### src/rtl/button_event.sv
// button_event: debounces a synchronized pushbutton level and turns it into one-cycle strobes.
//   Clk           in   system clock, all state updates on posedge
//   Reset_n       in   asynchronous active-low reset
//   btn           in   synchronized button level, 1 = pressed
//   clr           in   synchronous clear of press_count
//   pressed       out  debounced level
//   press_pulse   out  one-cycle strobe on debounced rising edge
//   release_pulse out  one-cycle strobe on debounced falling edge
//   long_pulse    out  one-cycle strobe after HOLD_CYCLES of hold
//   repeat_pulse  out  periodic strobe every REPEAT_CYCLES after long_pulse
//   press_count   out  wrapping count of press events
module button_event #(
   parameter int STABLE_CYCLES = 4,
   parameter int HOLD_CYCLES   = 16,
   parameter int REPEAT_CYCLES = 8,
   parameter int CNT_W         = 16
) (
   input  logic       Clk,
   input  logic       Reset_n,
   input  logic       btn,
   input  logic       clr,
   output logic       pressed,
   output logic       press_pulse,
   output logic       release_pulse,
   output logic       long_pulse,
   output logic       repeat_pulse,
   output logic [7:0] press_count
);
   typedef enum logic [1:0] {RELEASED, HELD_SHORT, HELD_LONG} state_t;
   state_t             r_state;
   logic [CNT_W-1:0]   r_cnt, r_tmr;
   logic               r_pressed, r_press_p, r_rel_p, r_long_p, r_rep_p;
   logic [7:0]         r_count;
   logic [CNT_W-1:0]   w_cnt_nx, w_tmr_nx;
   logic               w_diff, w_flip, w_rise, w_fall;
   assign w_cnt_nx = r_cnt + 1'b1;
   assign w_tmr_nx = r_tmr + 1'b1;
   assign w_diff   = btn != r_pressed;
   // the filtered level flips on the edge where the disagreement count would reach STABLE_CYCLES
   assign w_flip   = w_diff && (w_cnt_nx == CNT_W'(STABLE_CYCLES));
   assign w_rise   = w_flip && !r_pressed;
   assign w_fall   = w_flip && r_pressed;
   always_ff @(posedge Clk or negedge Reset_n) begin
      if (!Reset_n) begin
         r_state   <= RELEASED;
         r_cnt     <= '0;
         r_tmr     <= '0;
         r_pressed <= 1'b0;
         r_press_p <= 1'b0;
         r_rel_p   <= 1'b0;
         r_long_p  <= 1'b0;
         r_rep_p   <= 1'b0;
         r_count   <= '0;
      end else begin
         r_press_p <= w_rise;
         r_rel_p   <= w_fall;
         r_long_p  <= 1'b0;
         r_rep_p   <= 1'b0;
         r_cnt     <= (w_diff && !w_flip) ? w_cnt_nx : '0;
         if (w_flip) r_pressed <= !r_pressed;
         if (clr) r_count <= '0;
         else if (w_rise) r_count <= r_count + 8'd1;
         // release is checked first so it beats a timer expiry on the same edge
         if (w_fall) begin
            r_state <= RELEASED;
            r_tmr   <= '0;
         end else begin
            case (r_state)
               RELEASED: if (w_rise) begin
                  r_state <= HELD_SHORT;
                  r_tmr   <= '0;
               end
               HELD_SHORT: if (w_tmr_nx == CNT_W'(HOLD_CYCLES)) begin
                  r_long_p <= 1'b1;
                  r_tmr    <= '0;
                  r_state  <= HELD_LONG;
               end else r_tmr <= w_tmr_nx;
               HELD_LONG: if (w_tmr_nx == CNT_W'(REPEAT_CYCLES)) begin
                  r_rep_p <= 1'b1;
                  r_tmr   <= '0;
               end else r_tmr <= w_tmr_nx;
               default: r_state <= RELEASED;
            endcase
         end
      end
   end
   assign pressed       = r_pressed;
   assign press_pulse   = r_press_p;
   assign release_pulse = r_rel_p;
   assign long_pulse    = r_long_p;
   assign repeat_pulse  = r_rep_p;
   assign press_count   = r_count;
endmodule

### config.mk
export PLATFORM = sky130hd
export DESIGN_NAME = button_event
export DESIGN_NICKNAME = d
export VERILOG_FILES = /design/src/rtl/button_event.sv
export SDC_FILE = /design/constraint.sdc
export NUM_CORES = 1
export LEC_CHECK = 0
export BUFFER_PORTS_ARGS = -buffer_cell sky130_fd_sc_hd__buf_4
export CORE_MARGIN = 3
export CORE_UTILIZATION = 50
export CTS_CLUSTER_DIAMETER = 120
export CTS_CLUSTER_SIZE = 16
export DETAILED_ROUTE_END_ITERATION = 6
export MAX_ROUTING_LAYER = met4
export PLACE_DENSITY_LB_ADDON = 0.15
export SYNTH_ARGS = -nofsm -noshare
export SYNTH_HDL_FRONTEND = slang
export SYNTH_SLANG_ARGS = --single-unit
### constraint.sdc
create_clock -name Clk -period 3.5 [get_ports Clk]
set_input_delay 0.7 -clock Clk [delete_from_list [all_inputs] [get_ports Clk]]
set_output_delay 0.7 -clock Clk [all_outputs]
set_load 0.05 [all_outputs]
Word level (Yosys, flattened, before mapping)
Cells that the tools add are included.
- eq/ne operators: 9
- muxes and demuxes: 18
- reductions and logical operators: 11
- add/subtract/negate cells: 3
- operators with widths (kind ; count):
    two-way mux 16 bit ; 5
    one-hot mux 16 bit (3 select lines) ; 1
    adder 16 x 1 -> 16 bit, second input constant ; 2
    equality test 16 x 3 -> 1 bit, second input constant ; 1
    equality test 16 x 4 -> 1 bit, second input constant ; 1
    equality test 16 x 5 -> 1 bit, second input constant ; 1
    two-way mux 8 bit ; 2
    adder 8 x 1 -> 8 bit, second input constant ; 1
    two-way mux 1 bit ; 6
    two-way mux 2 bit ; 3
    != test 3 bit, second input constant ; 2
    one-hot mux 2 bit (3 select lines) ; 1
    logical AND 1 bit ; 4
    nonzero test 4 bit ; 1
    AND reduction 3 bit ; 1
    equality test 2 x 1 -> 1 bit, second input constant ; 1
    equality test 2 bit, second input constant ; 1
    logical NOT 1 bit ; 2
    logical NOT 2 bit ; 1
    != test 2 bit, second input constant ; 1
    AND reduction 2 bit ; 1
    nonzero test 2 bit ; 1
    != test 1 bit ; 1
- output and inout bits: 13
- flip-flop bits (word level): 47
- bits of input ports: 4

Depth between registers and ports, before layout
- depth in word-level cells: 7
- mapped depth: 11

Worst setup path before layout
OpenSTA, ideal clock, no wires.
- path kind: reg2reg
- from: register r_tmr[0]
- to: register r_tmr[3]
- buffers on the path: 2
- arrival: 2347 ps
- slack: 1032 ps
- setup time: 121 ps
- required time: 3379 ps
- cell stages (with the launch flop): 11
- cells stage by stage: dfrtp_1 ha_1 buf_2 and4_1 and2_1 nand3_1 a221oi_1 a21oi_4 buf_2 a32oi_1 nand2_1
- word-level cells in the longest chain between the ends: 5
- elaborated cells between the ends (all ways): 7
- classes of those cells: add/sub (1); eq/ne (2); mux (4)
- ends and longest elaborated chain (what ; line ; source):
    from (decl) ; 31 ; logic [CNT_W-1:0] r_cnt, r_tmr;
    from (signal assigned) ; 77 ; end else r_tmr <= w_tmr_nx;
    from (signal assigned) ; 81 ; end else r_tmr <= w_tmr_nx;
    adder 16 x 1 -> 16 bit (*) ; 37 ; assign w_tmr_nx = r_tmr + 1'b1;
    equality test 16 x 4 -> 1 bit / equality test 16 x 5 -> 1 bit (equally long branches) ; 78, 73 ;
    two-way mux 16 bit, on equally long branches ; 78, 73 ;
    one-hot mux 16 bit (3 select lines) (*) ; 68 ; case (r_state)
    two-way mux 16 bit (*) ; 64 ; if (w_fall) begin
Every way passes the cells marked *; elsewhere a longest branch is shown, timed or not.
A chain may end at the register's enable or synchronous reset.

Worst setup path after layout
- from: register r_tmr[2]
- to: register r_tmr[6]
Same word-level chain as after synthesis.

==> run_results.csv <==
group,metric,value,unit
logic_synthesis,synth-seq-area-share,0.3559,
setup_path,rr_worst_depth,7,
clock_network,cts_max_path_buffers,2,
die,io_pins,17,
logic_synthesis,synth_top_area_frac,0.3559,
logic_synthesis,synth-edff-count,0,
setup_path,cp.arrival,3170,ps
routing,wl_per_cell,16.18,µm
timing,post-route-period-util,0.8528,
timing,tns,0,ps
timing,fin_skew,4.858,ps
worst_hold_path,hp-class,"input port to async pin",
logic_synthesis,synthFlopType,"dfrtp_1",
clock_network,clock-sinks,47,
routing,first_pass_iters,4,
timing,finalHoldViolations,0,
placement,place_hpwl,4907,µm
logic_synthesis,yosysWarningCount,0,
finish,drive_above_1_share,0.1429,
routing,drtIter0Drc,272,
clock_network,hold_buffers,0,
clock_network,cts_setup_buffers,0,
timing,slew_viol_final,0,
placement,place_worst_setup_slack,604.2,ps
power,total_leakage_power,0.001463,µW
clock_network,cts_tree,"built",
outcome,status,"completed",
setup_path,max_stage_delay,560,ps
job,cap_viol_max_count,0,
timing,setup_viol,0,
setup_path,crit_type,"flop to flop",
grt,overflow,0,
setup_path,critPathLaunchType,"flop",
die,die_w,87.30,µm
routing,vias,2701,
timing,min_period,2985,ps
logic_synthesis,yosysTopAreaCell,"dfrtp_1",
clock_network,cts.repair.resized,0,
logic_synthesis,synthesis.nets,377,
timing,rsz0062_at_grt,"false",
setup_path,worstPathRequired,3690,ps
clock_network,numCtsBuffers,5,
finish,syn2layout_area_growth,6.172,%
logic_synthesis,synth.avg_cell_area,9.078,µm²
placement,gp_congestion,0.9043,
routing,vias_per_cell,6.153,
setup_path,crit_path_max_fanout,28,
setup_path,crit_path_end_kind,"flop",
grt,antenna_found_initial,0,
die,initial_utilization,0.5359,
setup_path,cp_cell_sequence,"nand3_2, nor4_2, mux2_2, a221oi_1, a21oi_4, a32oi_1, nand2_1",
power,powerDensity,508.0,nW/µm²
clock_network,clk_latency,300,ps
die,dieArea,7620,µm²
die,die_h,87.30,µm
logic_synthesis,postSynth.asyncResetShare,1.000,
timing,fin_ws,515.2,ps
timing,fmax,335.0,MHz
finish,instances_no_fill,439,
setup_path,cp_top_family,"compound AO/OA/AOI/OAI gates",
die,core,6166,µm²
setup_path,cp_num_cells,7,
power,totalPowerFinal,1782,µW
finish,diodes,0,
placement,dp.cells,431,
grt,grt_pass1_vias,2541,
logic_synthesis,synthCells,364,
logic_synthesis,syn-cell-area,3304,µm²
finish,layout.nets,376,
power,max-vdd-ir-drop,0.3401,mV
grt,grt_max_degree,48,
timing,worst_pin_slew,694.3,ps
logic_synthesis,ys_ff_latch,47,
setup_path,cpMaxStageDelayCell,"dfrtp_1",
routing,antenna_left,0,
finish,num-fill-cells,554,
logic_synthesis,synth.distinct_cells,68,
clock_network,cts-root-buf,"clkbuf_8",
placement,placement.io_buffers,16,
clock_network,htreeDepth,2,
grt,grt_pass1_wl,12340,µm
setup_path,critPathBufInv,0,
die,rows,28,
routing,wl,7103,µm
clock_network,clk_pin_slew_worst_paths,80,ps
logic_synthesis,synth.area.top_cells,"dfrtp_1, nor2_1, nand3_1",
timing,hold_ws,401.2,ps
grt,track_usage,0.2069,
routing,post-route-drc-count,0,
timing,max_slew_margin,0.5361,
## path summary, 6_finish.rpt
path                             from          to  slack, ps
max in group asynchronous     Reset_n    r_tmr[6]       2700
setup reg to reg             r_tmr[2]    r_tmr[6]        520
min in group Clk           r_state[1]  r_state[1]        550
setup / recovery             r_tmr[2]    r_tmr[6]        520
hold / removal                Reset_n    r_cnt[4]        400
hold reg to reg            r_state[1]  r_state[1]        550
## cell families (layout without fill, tap and decap cells)
group           Yosys count  count (layout)  synth area share
fa+ha+maj                 9               9           0.03408
flops                    47              47            0.3559
buf+inv                  32              32           0.04885
mux                       9               9           0.03294
simple gates            186             186            0.3313
compound gates           60              60            0.1412
xor+xnor                 21              21           0.05566
## sequential cells by signal (all words and copies together) (netlist names)
register,flops
release_pulse,1
pressed,1
repeat_pulse,1
r_tmr,16
r_state,2
r_cnt,16
press_count,8
press_pulse,1
long_pulse,1
## routing by layer
metal | up-vias | track usage | wire length (µm)
li1 | 1322 | - | -
met1 | 1305 | 0.2948 | 3556
met2 | 61 | 0.3062 | 3194
met3 | 13 | 0.03311 | 252
met4 | 0 | 0.05439 | 99
met5 | - | - | 0
## cell usage after synthesis, types with 5 or more instances
| library cell | instances |
|---|---|
| and4_1 | 5 |
| clkbuf_1 | 10 |
| nand2_1 | 32 |
| xnor2_1 | 13 |
| dfrtp_1 | 47 |
| a211oi_1 | 5 |
| a21oi_1 | 13 |
| buf_2 | 9 |
| nor2_1 | 37 |
| a31oi_1 | 5 |
| inv_1 | 7 |
| nand4_1 | 15 |
| nand4b_1 | 6 |
| ha_1 | 9 |
| nand3b_1 | 5 |
| nand3_1 | 26 |
| and3_1 | 8 |
| nor2b_1 | 6 |
| nor4_1 | 6 |
| and2_1 | 6 |
| xor2_1 | 8 |
| nor3_1 | 9 |
## cell usage in the layout (no fill, tap or decap), types with 5 or more instances in the layout
master    synthesis  final
nand4b_1          6      6
nand3_1          26     26
a31oi_1           5      5
nand4_1          15     15
nand2_1          32     32
xor2_1            8      8
nor2b_1           6      6
dfrtp_1          47     47
ha_1              9      9
buf_4             4     17
and4_1            5      5
nor3_1            9      9
inv_1             7      7
clkbuf_8          0      6
nor4_1            6      6
nand3b_1          5      5
a21oi_1          13     13
nor2_1           37     37
and3_1            8      8
xnor2_1          13     13
and2_1            6      6
a211oi_1          5      5
## where the power goes
part,switching (µW),total [µW],internal (µW)
Combinational,433,638,204
Clock,185,416,231
Sequential,121,729,607
Total,739,1780,1040
## final cells by class
type / instances / area (µm²) / share of cell area
clock buffers: 6 / 82.58 / 0.02354
inverters: 7 / 26.28 / 0.007489
multi-input cells: 285 / 1967 / 0.5606
flip-flops and latches: 47 / 1176 / 0.3352
well taps: 75 / 93.84 / 0.02675
clock inverters: 2 / 35.03 / 0.009986
repair buffers: 17 / 127.6 / 0.03638
## metrics by stage
| step | instance area [µm²] | utilization |
|---|---|---|
| detailed placement | 3391 | 0.5499 |
| global placement | 3391 | 0.5499 |
| CTS | 3508 | 0.5690 |
| global route | 3508 | 0.5690 |
| finish | 3508 | 0.5690 |
| floorplan | 3304 | - |
Note: power is estimated with default switching activity, not from simulation.
